**config.mk**
```make
export PLATFORM = sky130hd
export DESIGN_NAME = instr_fetch_sequencer_flat
export DESIGN_NICKNAME = d
export VERILOG_FILES = /design/src/rtl/instr_fetch_sequencer_pkg.sv /design/src/rtl/instr_fetch_sequencer_if.sv /design/src/rtl/instr_fetch_sequencer_fetch_tag_pipe.sv /design/src/rtl/instr_fetch_sequencer.sv /design/src/flat_wrapper.sv
export SDC_FILE = /design/constraint.sdc
export NUM_CORES = 1
export LEC_CHECK = 0
export ABC_AREA = 0
export BUFFER_PORTS_ARGS = -buffer_cell sky130_fd_sc_hd__buf_2
export CORE_MARGIN = 1.5
export CORE_UTILIZATION = 51
export CTS_BUF_LIST = sky130_fd_sc_hd__clkbuf_8
export CTS_CLUSTER_DIAMETER = 50
export DETAILED_ROUTE_END_ITERATION = 6
export GPL_TIMING_DRIVEN = 1
export PLACE_DENSITY = 0.88
export SLEW_MARGIN = 10
export SYNTH_ARGS = -nofsm -noshare
export SYNTH_HDL_FRONTEND = slang
export SYNTH_HIERARCHICAL = 1
export SYNTH_SLANG_ARGS = --single-unit
```
**constraint.sdc**
```tcl
create_clock -name clock -period 1.7 [get_ports clock]
set_input_delay 0.51 -clock clock [delete_from_list [all_inputs] [get_ports clock]]
set_output_delay 0.51 -clock clock [all_outputs]
set_load 0.05 [all_outputs]
```
**src/rtl/instr_fetch_sequencer_pkg.sv**
```systemverilog
// Shared types and constants for the byte-wise instruction fetch sequencer.
package instr_fetch_sequencer_pkg;

  localparam int unsigned IR_BYTES = 4;
  localparam int unsigned PC_STEP  = 4;
  localparam int unsigned TAG_W    = 2;

  localparam logic [IR_BYTES-1:0] BE_NONE = 4'b0000;
  localparam logic [IR_BYTES-1:0] BE_B0   = 4'b0001;
  localparam logic [IR_BYTES-1:0] BE_B1   = 4'b0010;
  localparam logic [IR_BYTES-1:0] BE_B2   = 4'b0100;
  localparam logic [IR_BYTES-1:0] BE_B3   = 4'b1000;

  typedef enum logic [1:0] {
    ST_IDLE,
    ST_ISSUE,
    ST_DRAIN,
    ST_DONE
  } state_e;

  // Byte index to one-hot IR byte enable.
  function automatic logic [IR_BYTES-1:0] byte_en(input logic [TAG_W-1:0] tag);
    case (tag)
      2'd0:    return BE_B0;
      2'd1:    return BE_B1;
      2'd2:    return BE_B2;
      default: return BE_B3;
    endcase
  endfunction

endpackage

```
**src/rtl/instr_fetch_sequencer_if.sv**
```systemverilog
// Fetch request / memory / IR handshake bundle between main control and the sequencer.
interface instr_fetch_sequencer_if #(
  parameter int unsigned ADDR_W = 8
) ();

  logic              start;
  logic [ADDR_W-1:0] pcIn;
  logic [ADDR_W-1:0] memAddr;
  logic              memRead;
  logic [3:0]        irEn;
  logic              busy;
  logic              done;
  logic              pcWrite;
  logic [ADDR_W-1:0] pcNext;

  modport master (
    output start, pcIn,
    input  memAddr, memRead, irEn, busy, done, pcWrite, pcNext
  );

  modport slave (
    input  start, pcIn,
    output memAddr, memRead, irEn, busy, done, pcWrite, pcNext
  );

endinterface

```
**src/rtl/instr_fetch_sequencer_fetch_tag_pipe.sv**
```systemverilog
// Delays each issued byte tag by the memory latency and decodes it into the IR byte enable.
module instr_fetch_sequencer_fetch_tag_pipe
  import instr_fetch_sequencer_pkg::*;
#(
  parameter int unsigned MEM_LAT = 1
) (
  input  logic                clock,
  input  logic                resetn,
  input  logic                i_valid,
  input  logic [TAG_W-1:0]    i_tag,
  output logic [IR_BYTES-1:0] o_ir_en
);

  logic             w_valid;
  logic [TAG_W-1:0] w_tag;

  generate
    if (MEM_LAT == 0) begin : g_bypass
      logic w_unused_clk;
      assign w_unused_clk = clock ^ resetn;
      assign w_valid      = i_valid;
      assign w_tag        = i_tag;
    end else begin : g_pipe
      logic [MEM_LAT-1:0] r_valid;
      logic [TAG_W-1:0]   r_tag [MEM_LAT];

      always_ff @(posedge clock) begin
        if (!resetn) begin
          r_valid <= '0;
          for (int i = 0; i < int'(MEM_LAT); i++) r_tag[i] <= '0;
        end else begin
          r_valid[0] <= i_valid;
          r_tag[0]   <= i_tag;
          for (int i = 1; i < int'(MEM_LAT); i++) begin
            r_valid[i] <= r_valid[i-1];
            r_tag[i]   <= r_tag[i-1];
          end
        end
      end

      assign w_valid = r_valid[MEM_LAT-1];
      assign w_tag   = r_tag[MEM_LAT-1];
    end
  endgenerate

  assign o_ir_en = w_valid ? byte_en(w_tag) : BE_NONE;

endmodule

```
**src/rtl/instr_fetch_sequencer.sv**
```systemverilog
// Sequences four byte reads at pc..pc+3, steers each returning byte into the IR and posts pc+4.
module instr_fetch_sequencer
  import instr_fetch_sequencer_pkg::*;
#(
  parameter int unsigned ADDR_W  = 8,
  parameter int unsigned MEM_LAT = 1
) (
  input logic                    clock,
  input logic                    resetn,
  instr_fetch_sequencer_if.slave bus
);

  localparam int unsigned DRAIN_LAST = (MEM_LAT > 0) ? MEM_LAT - 1 : 0;

  state_e              r_state;
  logic [ADDR_W-1:0]   r_base;
  logic [ADDR_W-1:0]   r_mem_addr;
  logic [ADDR_W-1:0]   r_pc_next;
  logic [TAG_W-1:0]    r_issue_cnt;
  logic [1:0]          r_drain_cnt;
  logic                r_mem_read;
  logic                r_busy;
  logic                r_done;
  logic                r_pc_write;
  logic [IR_BYTES-1:0] w_ir_en;

  // r_issue_cnt always holds the byte index of the address currently on memAddr.
  always_ff @(posedge clock) begin
    if (!resetn) begin
      r_state     <= ST_IDLE;
      r_base      <= '0;
      r_mem_addr  <= '0;
      r_pc_next   <= '0;
      r_issue_cnt <= '0;
      r_drain_cnt <= '0;
      r_mem_read  <= 1'b0;
      r_busy      <= 1'b0;
      r_done      <= 1'b0;
      r_pc_write  <= 1'b0;
    end else begin
      r_done     <= 1'b0;
      r_pc_write <= 1'b0;
      case (r_state)
        ST_IDLE: begin
          if (bus.start) begin
            r_state     <= ST_ISSUE;
            r_base      <= bus.pcIn;
            r_mem_addr  <= bus.pcIn;
            r_mem_read  <= 1'b1;
            r_issue_cnt <= '0;
            r_busy      <= 1'b1;
          end
        end
        ST_ISSUE: begin
          if (r_issue_cnt == TAG_W'(IR_BYTES - 1)) begin
            r_mem_read <= 1'b0;
            if (MEM_LAT > 0) begin
              r_state     <= ST_DRAIN;
              r_drain_cnt <= 2'(DRAIN_LAST);
            end else begin
              r_state    <= ST_DONE;
              r_done     <= 1'b1;
              r_pc_write <= 1'b1;
              r_pc_next  <= r_base + ADDR_W'(PC_STEP);
            end
          end else begin
            r_issue_cnt <= r_issue_cnt + TAG_W'(1);
            r_mem_addr  <= r_base + ADDR_W'(r_issue_cnt) + ADDR_W'(1);
          end
        end
        ST_DRAIN: begin
          if (r_drain_cnt == 2'd0) begin
            r_state    <= ST_DONE;
            r_done     <= 1'b1;
            r_pc_write <= 1'b1;
            r_pc_next  <= r_base + ADDR_W'(PC_STEP);
          end else begin
            r_drain_cnt <= r_drain_cnt - 2'd1;
          end
        end
        ST_DONE: begin
          r_state <= ST_IDLE;
          r_busy  <= 1'b0;
        end
        default: r_state <= ST_IDLE;
      endcase
    end
  end

  instr_fetch_sequencer_fetch_tag_pipe #(
    .MEM_LAT (MEM_LAT)
  ) u_tag_pipe (
    .clock   (clock),
    .resetn  (resetn),
    .i_valid (r_mem_read),
    .i_tag   (r_issue_cnt),
    .o_ir_en (w_ir_en)
  );

  assign bus.memAddr = r_mem_addr;
  assign bus.memRead = r_mem_read;
  assign bus.irEn    = w_ir_en;
  assign bus.busy    = r_busy;
  assign bus.done    = r_done;
  assign bus.pcWrite = r_pc_write;
  assign bus.pcNext  = r_pc_next;

endmodule

```
**src/flat_wrapper.sv**
```systemverilog
// flat-port wrapper written by rule: the top's interface ports become plain ports
module instr_fetch_sequencer_flat import instr_fetch_sequencer_pkg::*;
#(
  parameter int unsigned ADDR_W  = 8,
  parameter int unsigned MEM_LAT = 1
)
  (clock, resetn, bus_start, bus_pcIn, bus_memAddr, bus_memRead, bus_irEn, bus_busy, bus_done, bus_pcWrite, bus_pcNext);
  instr_fetch_sequencer_if #(.ADDR_W(ADDR_W)) bus_i ();
  input logic clock;
  input logic resetn;
  input wire logic [$bits(bus_i.start)-1:0] bus_start;
  input wire logic [$bits(bus_i.pcIn)-1:0] bus_pcIn;
  output wire logic [$bits(bus_i.memAddr)-1:0] bus_memAddr;
  output wire logic [$bits(bus_i.memRead)-1:0] bus_memRead;
  output wire logic [$bits(bus_i.irEn)-1:0] bus_irEn;
  output wire logic [$bits(bus_i.busy)-1:0] bus_busy;
  output wire logic [$bits(bus_i.done)-1:0] bus_done;
  output wire logic [$bits(bus_i.pcWrite)-1:0] bus_pcWrite;
  output wire logic [$bits(bus_i.pcNext)-1:0] bus_pcNext;
  assign bus_i.start = bus_start;
  assign bus_i.pcIn = bus_pcIn;
  assign bus_memAddr = bus_i.memAddr;
  assign bus_memRead = bus_i.memRead;
  assign bus_irEn = bus_i.irEn;
  assign bus_busy = bus_i.busy;
  assign bus_done = bus_i.done;
  assign bus_pcWrite = bus_i.pcWrite;
  assign bus_pcNext = bus_i.pcNext;
  instr_fetch_sequencer #(.ADDR_W(ADDR_W), .MEM_LAT(MEM_LAT)) u_core (.clock(clock), .resetn(resetn), .bus(bus_i));
endmodule
```
==> summary.md <==
| Metric | Value |
|---|---|
| Comb power frac | 53.1% |
| Switching Share | 46.9% |
| P_leak | 0.970 nW |
| Initial cell density of the core | 53.9% |
| Synth area leaders | dfxtp_1 39%, nand2_1 7.4%, ha_1 6.2%, a21oi_1 5.8%, o21ai_0 3.0% |
| Post-synthesis simple-gate area fraction | 24.4% |
| WP data arrival | 1910 ps |
| Largest area contributor in the netlist | dfxtp_1 |
| Crit path cell chain | inv_1, ha_4, fa_2, nand2b_4, xnor2_2, mux2i_1, o31ai_1 |
| CTS sink count | 36 |
| Nets | 278 |
| RD Place Congestion | 0.852 |
| Cell area after placement | 0.00206 sq mm |
| # diodes | 0 |
| Syn_nets | 240 |
| Layout Skew | 8.04 ps |
| Clock-pin slew on the worst setup and hold paths | 70 ps |
| RSZ-0062 raised after global routing | yes |
| Mapped Area | 0.00183 sq mm |
| First-pass GRT wire length | 6770 um |
| Syn avg cell area | 8.34 sq um |
| DP HPWL | 2810 um |
| Initial antenna violation count | 0 |
| Synth warn | 6 |
| Worst hold path type | reg -> reg |
| Area of the die | 0.00395 sq mm |
| DR vias/cell | 5.47 |
| Crit-path slowest cell | fa_2 |
| GRT Total Usage | 21.7% |
| Die Width | 62.9 um |
| Max clock buf depth | 2 |
| Initial DRC Count | 138 |
| FMAX | 0.583 GHz |
| Wire per inst | 13.7 um |
| Clk_lat worst skew | 290 ps |
| I/O Buffers | 34 |
| Final Slew Violations | 0 |
| Die height | 62.9 um |
| Worst vdd ir | 0.816 mV |
| # IOs | 35 |
| Cell row count | 21 |
| Setup Crit Path Kind | reg -> reg |
| Startpoint Class | flop |
| Ys flop type | dfxtp_1 |
| Clock Power Share | 14.6% |
| Most common cell after layout, fill and taps aside | nand2_1 |
| Root Buffer Master | clkbuf_8 |
| WP data required | 1890 ps |
| Grt total ovfl | 0 |
| NetSw | 1.80 mW |
| Most frequent cells in the layout | 36 x nand2_1, 34 x buf_2, 34 x dfxtp_1, 21 x a21oi_1, 12 x nor2_1 |
| Setup_tns | -16.0 ps |
| Crit-path max cell delay | 410 ps |
| EDFF count, synth | 0 |
| FF+latch count, synth | 36 |
| Fraction of registers with async set/reset | 0% |
| Final Power | 3.83 mW |
| Critical-path maximum fanout | 3 |
| Worst setup margin | -16.0 ps |
| Adder-Cell Fraction of Synth Area | 7.26% |
| Fillers | 272 |
| Mux cell area share after synthesis | 3.49% |
| H-tree levels | 2 |
| Layout cells sized above 1 | 27.6% |
| Int Pwr | 2.03 mW |
| Vias post-DR | 1657 |
| Crit end category | flop |
| DRC errors left | 0 |
| Vias in the first global route | 1511 |
| Flop pwr share | 32.3% |
| Outcome | complete, but fails checks |
| Failing checks | negative setup slack |
| Final WL | 4150 um |
| Layout area overhead | 21.8% |
| Worst Tran Pin Value | 396 ps |
| Count of cell types in the netlist | 41 |
| Synth Area in Compound Gates | 16.4% |
| Slew HR | 73.6% |
| Final Util | 65.7% |
| Register area share after synthesis | 39.5% |
| Pwr dens | 1720 mW/mm^2 |
| Detailed Routing Iterations Pass 1 | 4 |
| Final setup vio count | 1 |
| Period utilization | 101% |
| Yosys top cell area share | 39.5% |
| Main combinational cell family by area after synthesis | simple AND/OR/NAND/NOR gates |
| Antenna-violating nets left | 0 |
| Largest net degree at the start of global routing | 24 |
| Max_cap viols | 0 |
| Tmin final | 1720 ps |
| Final Hold Vio Count | 0 |
| Core area | 0.00339 sq mm |
| CTS tree | done |
| XOR/XNOR Fraction of Synth Area | 3.36% |
| Post-Syn Instances | 219 |
| Final instance area | 0.00223 sq mm |
| Cts bufs inserted | 5 |
| Hold_ws | 454 ps |
[repair_timing]
action,in CTS,in global routing
hold buffers,0,0
setup endpoints to repair,1,10
setup buffers,0,1
pin swaps,0,3
gates resized for setup,1,16
[kinds of logic after synthesis]
| logic type | after synthesis |
|---|---|
| AO/OA/AOI/OAI | 49 |
| multiplexers | 6 |
| AND/OR/NAND/NOR | 89 |
| adder cells (fa/ha/maj) | 10 |
| buffers and inverters | 22 |
| XOR/XNOR | 7 |
| flip-flops | 36 |
[metal layers]
layer	global-route usage (%)	up-vias	wire length [um]
met5	0	-	0
met4	10.3	0	85
met3	5.59	7	244
met2	35.6	61	1970
met1	26.4	772	1850
li1	-	817	-
[path summary, 6_finish.rpt]
| path | startpoint | endpoint | slack, ps | cells after the start |
|---|---|---|---|---|
| worst max-delay path | u_core/r_issue_cnt[0]$_SDFFE_PN0P_ | u_core/bus.memAddr[4]$_SDFFE_PN0P_ | -20 | 7 |
| worst min register to register | u_core/bus.pcNext[1]$_SDFFE_PN0P_ | u_core/bus.pcNext[1]$_SDFFE_PN0P_ | 450 | 2 |
| worst max register to register | u_core/r_issue_cnt[0]$_SDFFE_PN0P_ | u_core/bus.memAddr[4]$_SDFFE_PN0P_ | -20 | 7 |
| worst min-delay path | u_core/bus.pcNext[1]$_SDFFE_PN0P_ | u_core/bus.pcNext[1]$_SDFFE_PN0P_ | 450 | 2 |
[final cells by class]
class,instances,area (sq um),area share [%]
clock buffer,5,68.8,3.09
clock inverter,2,8.76,0.393
inverter,9,33.8,1.52
multi-input combinational,161,1080,48.3
sequential,36,723,32.5
tap,46,57.6,2.59
timing repair buffer,44,258,11.6
[through the flow]
stage	worst slack (ps)	cells
CTS	28.1	302
finish	-16.0	303
global route	-36.4	303
global placement	92.4	295
detailed placement	-8.96	295
floorplan	74.7	219
[critical path, delay by kind of cell (launching register included)]
family          cells  cell delay (ps)
fa+ha+maj           2              580
flops               1              330
compound gates      1              240
simple gates        1              170
xor+xnor            1              150
mux                 1               90
buf+inv             1               60
[registers in the layout (all words and copies together), names as in the netlist]
register	flops
u_core/bus.memAddr	8
u_core/bus.pcNext	8
u_core/r_base	8
u_core/r_drain_cnt	2
u_core/r_issue_cnt	2
u_core/r_state	2
u_core/u_tag_pipe/g_pipe.r_tag	2
u_core/bus.busy	1
u_core/bus.memRead	1
u_core/bus.pcWrite	1
u_core/u_tag_pipe/g_pipe.r_valid	1
[cells in the mapped netlist, drive strengths merged, types with 5 or more instances]
| cell type | instances |
|---|---|
| a21oi | 22 |
| and2 | 8 |
| buf | 9 |
| dfxtp | 36 |
| ha | 9 |
| inv | 9 |
| mux2i | 6 |
| nand2 | 36 |
| nand2b | 7 |
| nand3 | 8 |
| nor2 | 12 |
| nor3 | 5 |
| o21ai | 11 |
[power groups by stage]
stage | clock network, mW | logic (mW) | registers (mW)
floorplan | 0 | 0.970 | 1.75
global placement | 0 | 1.86 | 1.24
detailed placement | 0 | 1.89 | 1.25
CTS | 0.574 | 1.90 | 1.23
global route | 0.609 | 2.21 | 1.27
finish | 0.561 | 2.04 | 1.24
No activity file was read; power rests on OpenSTA's default activity.
